File: src/rtl/spi_slave_if.sv
// spi_slave_if: SPI responder that oversamples sclk/cs_n/mosi on clk and supports all four SPI modes.
// Define SPI_SLAVE_LSB_FIRST_EN for LSB-first framing on both mosi and miso (default MSB first).
module spi_slave_if #(
  parameter int BIT_WIDTH   = 32,
  parameter int SYNC_STAGES = 2
) (
  input  logic                 clk,
  input  logic                 rst,
  input  logic [1:0]           mode,
  input  logic                 sclk,
  input  logic                 cs_n,
  input  logic                 mosi,
  output logic                 miso,
  output logic                 miso_oe,
  input  logic [BIT_WIDTH-1:0] tx_data,
  input  logic                 tx_valid,
  output logic                 tx_ready,
  output logic [BIT_WIDTH-1:0] rx_data,
  output logic                 rx_valid,
  output logic                 tx_underrun,
  output logic                 busy
);

  localparam int               CNT_W    = $clog2(BIT_WIDTH);
  localparam logic [CNT_W-1:0] LAST_BIT = CNT_W'(BIT_WIDTH - 1);

  typedef enum logic [1:0] {MISO_IDLE, START_RX, RECIEVE, END_RX} miso_states;

  miso_states state, state_nxt;

  logic [SYNC_STAGES-1:0] sclk_sync, cs_sync, mosi_sync;
  logic                   sclk_s, sclk_d, cs_s, cs_d, mosi_s;
  logic [1:0]             mode_q;
  logic [CNT_W-1:0]       bit_cnt;
  logic [BIT_WIDTH-1:0]   rx_shift, rx_next;
  logic [BIT_WIDTH-1:0]   tx_shift, tx_rest, load_word, load_rest;
  logic                   tx_first, load_first, miso_bit;
  logic [BIT_WIDTH-1:0]   hold_q;
  logic                   hold_full;
  logic                   cpol, cpha, sclk_edge, lead_edge, trail_edge;
  logic                   sample_en, shift_en, last_sample, load_en;
  logic                   bypass, underrun_now, cs_fall;

  // Synchronisers are left unreset so a cs_n still held low across rst cannot fake a fresh select.
  always_ff @(posedge clk) begin
    sclk_sync <= {sclk_sync[SYNC_STAGES-2:0], sclk};
    cs_sync   <= {cs_sync[SYNC_STAGES-2:0], cs_n};
    mosi_sync <= {mosi_sync[SYNC_STAGES-2:0], mosi};
    sclk_d    <= sclk_s;
    cs_d      <= cs_s;
  end

  assign sclk_s = sclk_sync[SYNC_STAGES-1];
  assign cs_s   = cs_sync[SYNC_STAGES-1];
  assign mosi_s = mosi_sync[SYNC_STAGES-1];

  assign cpol         = mode_q[1];
  assign cpha         = mode_q[0];
  assign sclk_edge    = sclk_s ^ sclk_d;
  assign lead_edge    = sclk_edge & (sclk_s ^ cpol);
  assign trail_edge   = sclk_edge & ~(sclk_s ^ cpol);
  assign sample_en    = (state == RECIEVE) & (cpha ? trail_edge : lead_edge);
  assign shift_en     = (state == RECIEVE) & (cpha ? lead_edge : trail_edge);
  assign last_sample  = sample_en & (bit_cnt == LAST_BIT);
  assign load_en      = (state == START_RX) | last_sample;
  assign bypass       = load_en & ~hold_full & tx_valid;
  assign underrun_now = load_en & ~hold_full & ~tx_valid;
  assign load_word    = hold_full ? hold_q : (tx_valid ? tx_data : '0);
  assign cs_fall      = cs_d & ~cs_s;

`ifdef SPI_SLAVE_LSB_FIRST_EN
  assign rx_next    = {mosi_s, rx_shift[BIT_WIDTH-1:1]};
  assign tx_first   = tx_shift[0];
  assign tx_rest    = tx_shift >> 1;
  assign load_first = load_word[0];
  assign load_rest  = load_word >> 1;
`else
  assign rx_next    = {rx_shift[BIT_WIDTH-2:0], mosi_s};
  assign tx_first   = tx_shift[BIT_WIDTH-1];
  assign tx_rest    = tx_shift << 1;
  assign load_first = load_word[BIT_WIDTH-1];
  assign load_rest  = load_word << 1;
`endif

  always_ff @(posedge clk) begin
    if (rst) state <= MISO_IDLE;
    else     state <= state_nxt;
  end

  always_comb begin
    state_nxt = state;
    miso_oe   = 1'b0;
    busy      = 1'b1;
    case (state)
      MISO_IDLE: begin
        busy = 1'b0;
        if (cs_fall) state_nxt = START_RX;
      end
      START_RX: begin
        miso_oe   = 1'b1;
        state_nxt = RECIEVE;
      end
      RECIEVE: begin
        miso_oe = 1'b1;
        if (cs_s) state_nxt = END_RX;
      end
      END_RX:  state_nxt = MISO_IDLE;
      default: state_nxt = MISO_IDLE;
    endcase
    miso     = miso_oe & miso_bit;
    tx_ready = ~hold_full;
  end

  // A word reload at the final sample keeps back-to-back words seamless under one cs_n.
  always_ff @(posedge clk) begin
    if (rst) begin
      mode_q      <= 2'b00;
      bit_cnt     <= '0;
      rx_shift    <= '0;
      tx_shift    <= '0;
      miso_bit    <= 1'b0;
      hold_q      <= '0;
      hold_full   <= 1'b0;
      rx_data     <= '0;
      rx_valid    <= 1'b0;
      tx_underrun <= 1'b0;
    end else begin
      rx_valid    <= 1'b0;
      tx_underrun <= underrun_now;

      if (load_en && hold_full) begin
        hold_full <= 1'b0;
      end else if (tx_valid && !hold_full && !bypass) begin
        hold_q    <= tx_data;
        hold_full <= 1'b1;
      end

      if (state == START_RX) begin
        mode_q  <= mode;
        bit_cnt <= '0;
        if (!mode[0]) begin
          miso_bit <= load_first;
          tx_shift <= load_rest;
        end else begin
          miso_bit <= 1'b0;
          tx_shift <= load_word;
        end
      end else if (state == RECIEVE) begin
        if (sample_en) begin
          rx_shift <= rx_next;
          if (last_sample) begin
            bit_cnt  <= '0;
            rx_data  <= rx_next;
            rx_valid <= 1'b1;
            tx_shift <= load_word;
          end else begin
            bit_cnt <= bit_cnt + 1'b1;
          end
        end
        if (shift_en) begin
          miso_bit <= tx_first;
          tx_shift <= tx_rest;
        end
      end
    end
  end

endmodule

File: config.mk
export PLATFORM = sky130hd
export DESIGN_NAME = spi_slave_if
export DESIGN_NICKNAME = d
export VERILOG_FILES = /design/src/rtl/spi_slave_if.sv
export SDC_FILE = /design/constraint.sdc
export NUM_CORES = 1
export LEC_CHECK = 0
export BUFFER_PORTS_ARGS = -buffer_cell sky130_fd_sc_hd__buf_4
export CAP_MARGIN = 20
export CORE_MARGIN = 1
export CORE_UTILIZATION = 35
export CTS_CLUSTER_DIAMETER = 200
export DETAILED_ROUTE_END_ITERATION = 8
export PLACE_DENSITY_LB_ADDON = 0.2
export SYNTH_ARGS = -nofsm -noshare
export SYNTH_HDL_FRONTEND = slang
export SYNTH_SLANG_ARGS = --single-unit
File: constraint.sdc
create_clock -name clk -period 2.35 [get_ports clk]
set_input_delay 0.3525 -clock clk [delete_from_list [all_inputs] [get_ports clk]]
set_output_delay 0.3525 -clock clk [all_outputs]
set_load 0.005 [all_outputs]
== Word-level counts from Yosys, hierarchy flattened ==
Index checks and enable logic that the tools add are counted.

* Add/sub/neg operators: 1
* Equality and inequality tests: 6
* Multiplexer cells: 21
* Bitwise gates (word level): 21
* Reductions and logical operators: 21

{| class="wikitable"
|+ Operators by type and width
! kind !! number
|-
| 2-to-1 mux 32 bit || 8
|-
| AND 1 bit || 10
|-
| 2-to-1 mux 1 bit || 9
|-
| inverter 1 bit || 8
|-
| one-hot mux 2 bit (4 select lines) || 1
|-
| AND reduction 2 bit || 4
|-
| AND reduction 3 bit || 2
|-
| nonzero test 3 bit || 2
|-
| OR reduction 2 bit || 3
|-
| adder 5 x 1 -> 5 bit, second input constant || 1
|-
| == test 5 bit, second input constant || 1
|-
| 2-to-1 mux 5 bit || 1
|-
| == test 2 bit, second input constant || 2
|-
| 2-to-1 mux 2 bit || 2
|-
| != test 2 bit, second input constant || 2
|-
| AND reduction 4 bit || 1
|-
| nonzero test 2 bit || 2
|-
| OR reduction 4 bit || 1
|-
| logical AND 1 bit || 3
|-
| == test 2 x 1 -> 1 bit, second input constant || 1
|-
| zero test 1 bit || 2
|-
| zero test 2 bit || 1
|-
| XOR 1 bit || 2
|-
| bitwise OR 1 bit || 1
|}

* Register bits after elaboration: 148
* Output and inout bits: 38

== Depth between registers and ports, before layout ==
* Word-level depth: 12
* Depth in mapped cells: 9
* Mapped depth without buffers: 7

== Least setup slack after synthesis ==
OpenSTA, ideal clock, no wires.

* Path kind: flip-flop to flip-flop
* Start: register bit_cnt[0]
* End: register hold_q[10]
* Data arrival time: 2.008 ns
* Setup slack: 0.225 ns
* Stages on the path, launching flop included: 10
* Buffers on the path: 2
* Clock period less this slack: 2.125 ns
* Path through: dfxtp_1 ha_1 and3_1 ha_1 clkbuf_1 nand2_1 o211ai_4 buf_12 mux2i_1 nor2_1

* Cells in the longest elaborated chain, start to end: 8

{| class="wikitable"
|+ RTL lines
! element !! RTL line !! RTL
|-
| from (decl) || 34 || <nowiki>logic [CNT_W-1:0] bit_cnt;</nowiki>
|-
| from (signal assigned) || 157 || <nowiki>bit_cnt <= bit_cnt + 1'b1;</nowiki>
|-
| == test 5 bit * || 64 || <nowiki>assign last_sample = sample_en & (bit_cnt == LAST_BIT);</nowiki>
|-
| AND 1 bit * || 64 ||
|-
| bitwise OR 1 bit * || 65 || <nowiki>assign load_en = (state == START_RX) | last_sample;</nowiki>
|-
| AND 1 bit (2 in a row) || 66 || <nowiki>assign bypass = load_en & ~hold_full & tx_valid;</nowiki>
|-
| zero test 1 bit || 133 || <nowiki>end else if (tx_valid && !hold_full && !bypass) begin</nowiki>
|-
| logical AND 1 bit || 133 ||
|-
| AND reduction 2 bit (no source line) * || n/a ||
|-
| to (signal assigned) || 134 || <nowiki>hold_q <= tx_data;</nowiki>
|-
| to (decl) || 38 || <nowiki>logic [BIT_WIDTH-1:0] hold_q;</nowiki>
|}

Every way passes the cells marked *; elsewhere a longest branch is shown, timed or not.
A chain may end at the register's enable or synchronous reset.

== Final worst setup path ==
* Start: register hold_full
* End: output port tx_ready

* Cells in the longest elaborated chain, start to end: 1

{| class="wikitable"
|+ RTL lines
! element !! RTL line !! RTL
|-
| from (decl) || 39 || <nowiki>logic hold_full;</nowiki>
|-
| from (signal assigned) || 123 || <nowiki>hold_full <= 1'b0;</nowiki>
|-
| from (signal assigned) || 132 || <nowiki>hold_full <= 1'b0;</nowiki>
|-
| from (signal assigned) || 135 || <nowiki>hold_full <= 1'b1;</nowiki>
|-
| inverter 1 bit || 111 || <nowiki>tx_ready = ~hold_full;</nowiki>
|-
| to (decl) || 17 || <nowiki>output logic tx_ready,</nowiki>
|}

No other way between the ends.

==> qor.yml <==
status:
  outcome: "completed"
grt:
  grt_util_all_layers_pct: 16.4
  grt_max_degree: 83
  antenna_found_initial: 0
  grt_pass1_vias: 5076
  grt_overflow: 0
  grt_first_pass_wirelength_um: 25800
clock_network:
  cts_root_buffer: "clkbuf_16"
  cts_tree: "done"
  clk_latency_ps: 420
  cts_inserted_buffers: 17
  cts_setup_buffers: 0
  htree_levels: 4
  hold_buffers: 0
  numClockSinks: 148
  clkTransAtPathRegs_ps: 60
  cts-resized-gates: 0
  cts.path.max_buffers: 2
timing:
  fin_crit_sh_pct: 94.6
  fin_worst_skew_ps: 6.83
  finalWorstPathRequiredPeriod_ps: 2220
  clock.fmax_mhz: 450
  setup_ws_ps: 126
  timing_hold_violations_final: 0
  finalSetupViolations: 0
  rsz0062_at_grt: "false"
  tns_ps: 0
  final_max_slew_viol_count: 0
  worst_pin_slew_ps: 843
  slew_headroom_pct: 43.7
floorplanning:
  ios: 78
  die_height_um: 140
  start_util_pct: 35.7
  rows: 50
  dieArea_mm2: 0.0197
  die_x_um: 140
  coreArea_mm2: 0.0187
drt:
  wirelength_um: 15300
  wl_per_cell_um: 14.3
  drc: 0
  vias: 5371
  drtAntennaViolNets: 0
  viasPerCell: 5.01
  drt_pass1_iterations: 4
  drtIter0Drc: 170
cells_and_area:
  layout_commonest_cell: "dfxtp_1"
  syn2layout_area_growth_pct: 20.8
  num_antenna_cells: 0
  stdcell_count: 1072
  nNetsFinal: 871
  layout_common_cells: "dfxtp_1 (148), nand2_1 (134), nor2_1 (102)"
  drive_gt1_share_pct: 24.2
yosys:
  synth-seq-area-share_pct: 44.3
  ys.flop_type: "dfxtp_1"
  synth_cell_type_count: 43
  syn-cell-area_mm2: 0.00668
  avgSynthCellArea_um2: 8.70
  async_reset_ff_share_pct: 0
  synth.ff_latch_count: 148
  synth_edf_count: 0
  synth_nets: 814
  yosys_warnings: 0
  synthCells: 768
run:
  drv_cap: 0
placed_design:
  dp_cells: 1040
  pre_cts_ws_ps: 207
  dp_hpwl_um: 9490
  portBuffers: 77
  place_congestion: 0.724
setup_path:
  worst_setup_path_end_kind: "output pin"
  required_ps: 2000
  worstPathArrival_ps: 1870
  worstPathMaxFanout: 23
  worst-setup-path-type: "register to output pin"
  crit_path_start_kind: "register"
  reg2reg_slack_ps: 210
hold_path:
  hp-class: "input port to register"
pwr:
  ir_worst_vdd_mv: 0.633
  leakage_nw: 3.10
  power_density_mw_per_mm2: 928
  finalPower_mw: 7.49
[layout make-up]
class / count / area [µm²]
Clock buffer: 20 / 457
Fill cell: 1896 / 10600
Multi-Input combinational cell: 552 / 3380
Timing Repair Buffer: 101 / 858
Tap cell: 234 / 293
Sequential cell: 148 / 2960
Inverter: 5 / 18.8
Clock inverter: 12 / 106
[Yosys cell counts (4+ instances only)]
cell | number | area share, %
and2_1 | 33 | 3.1
a2111oi_2 | 29 | 6.5
dfxtp_1 | 148 | 44
o21ai_0 | 5 | 0.37
a21oi_1 | 73 | 5.5
a31oi_1 | 32 | 3.0
mux2i_1 | 35 | 5.2
nand2_1 | 134 | 7.5
ha_1 | 6 | 1.1
buf_2 | 21 | 1.6
inv_1 | 5 | 0.28
nor3_2 | 30 | 4.5
nand2b_1 | 4 | 0.37
nor2_1 | 103 | 5.8
clkbuf_1 | 36 | 2.0
nor3_1 | 34 | 2.5
[flip-flops by register name, indices dropped and copies added, names as in the netlist]
name,cells
bit_cnt,5
cs_d,1
cs_sync,2
hold_full,1
hold_q,32
miso_bit,1
mode_q,2
mosi_sync,2
rx_data,32
rx_shift,31
rx_valid,1
sclk_d,1
sclk_sync,2
state,2
tx_shift,32
tx_underrun,1
[per-layer routing]
metal / track usage, % / vias up / share of wire [%]
li1: - / 2766 / -
met1: 21.2 / 2514 / 48
met2: 26.6 / 82 / 47
met3: 4.62 / 9 / 4.1
met4: 4.34 / 0 / 0.80
met5: 0 / - / 0
[final timing paths]
check,to,start,depth (start not counted)
worst max register to register,hold_q[22],bit_cnt[0],8
worst min-delay path,mosi_sync[0],mosi,1
worst max-delay path,tx_ready,hold_full,3
worst min register to register,sclk_sync[1],sclk_sync[0],0
[power breakdown]
group | internal (mW) | switching (mW)
Combinational | 0.828 | 1.14
Sequential | 2.78 | 0.162
Clock | 1.51 | 1.08
Total | 5.11 | 2.38
[worst max-delay path, stage by stage, from the launching register on]
cell     delay (ps)
dfxtp_1         370
inv_1           640
buf_4           310
buf_4           130
[stage by stage]
stage	utilization [%]	hold WS (ps)	cell area, µm²
floorplan	-	310	6680
global placement	40.2	312	7510
detailed placement	40.2	315	7510
CTS	43.2	17.1	8070
global route	43.2	10.8	8070
finish	43.2	36.3	8070
[logic make-up (layout without fill, tap and decap cells)]
kind of cell / count (synthesis) / after routing / share of synthesized area, %
fa+ha+maj: 6 / 6 / 1.12
buf+inv: 68 / 138 / 5.28
simple gates: 356 / 356 / 25.7
mux: 38 / 38 / 5.90
compound gates: 150 / 150 / 17.2
xor+xnor: 2 / 2 / 0.375
flops: 148 / 148 / 44.3
(Power assumes the default switching activity.)
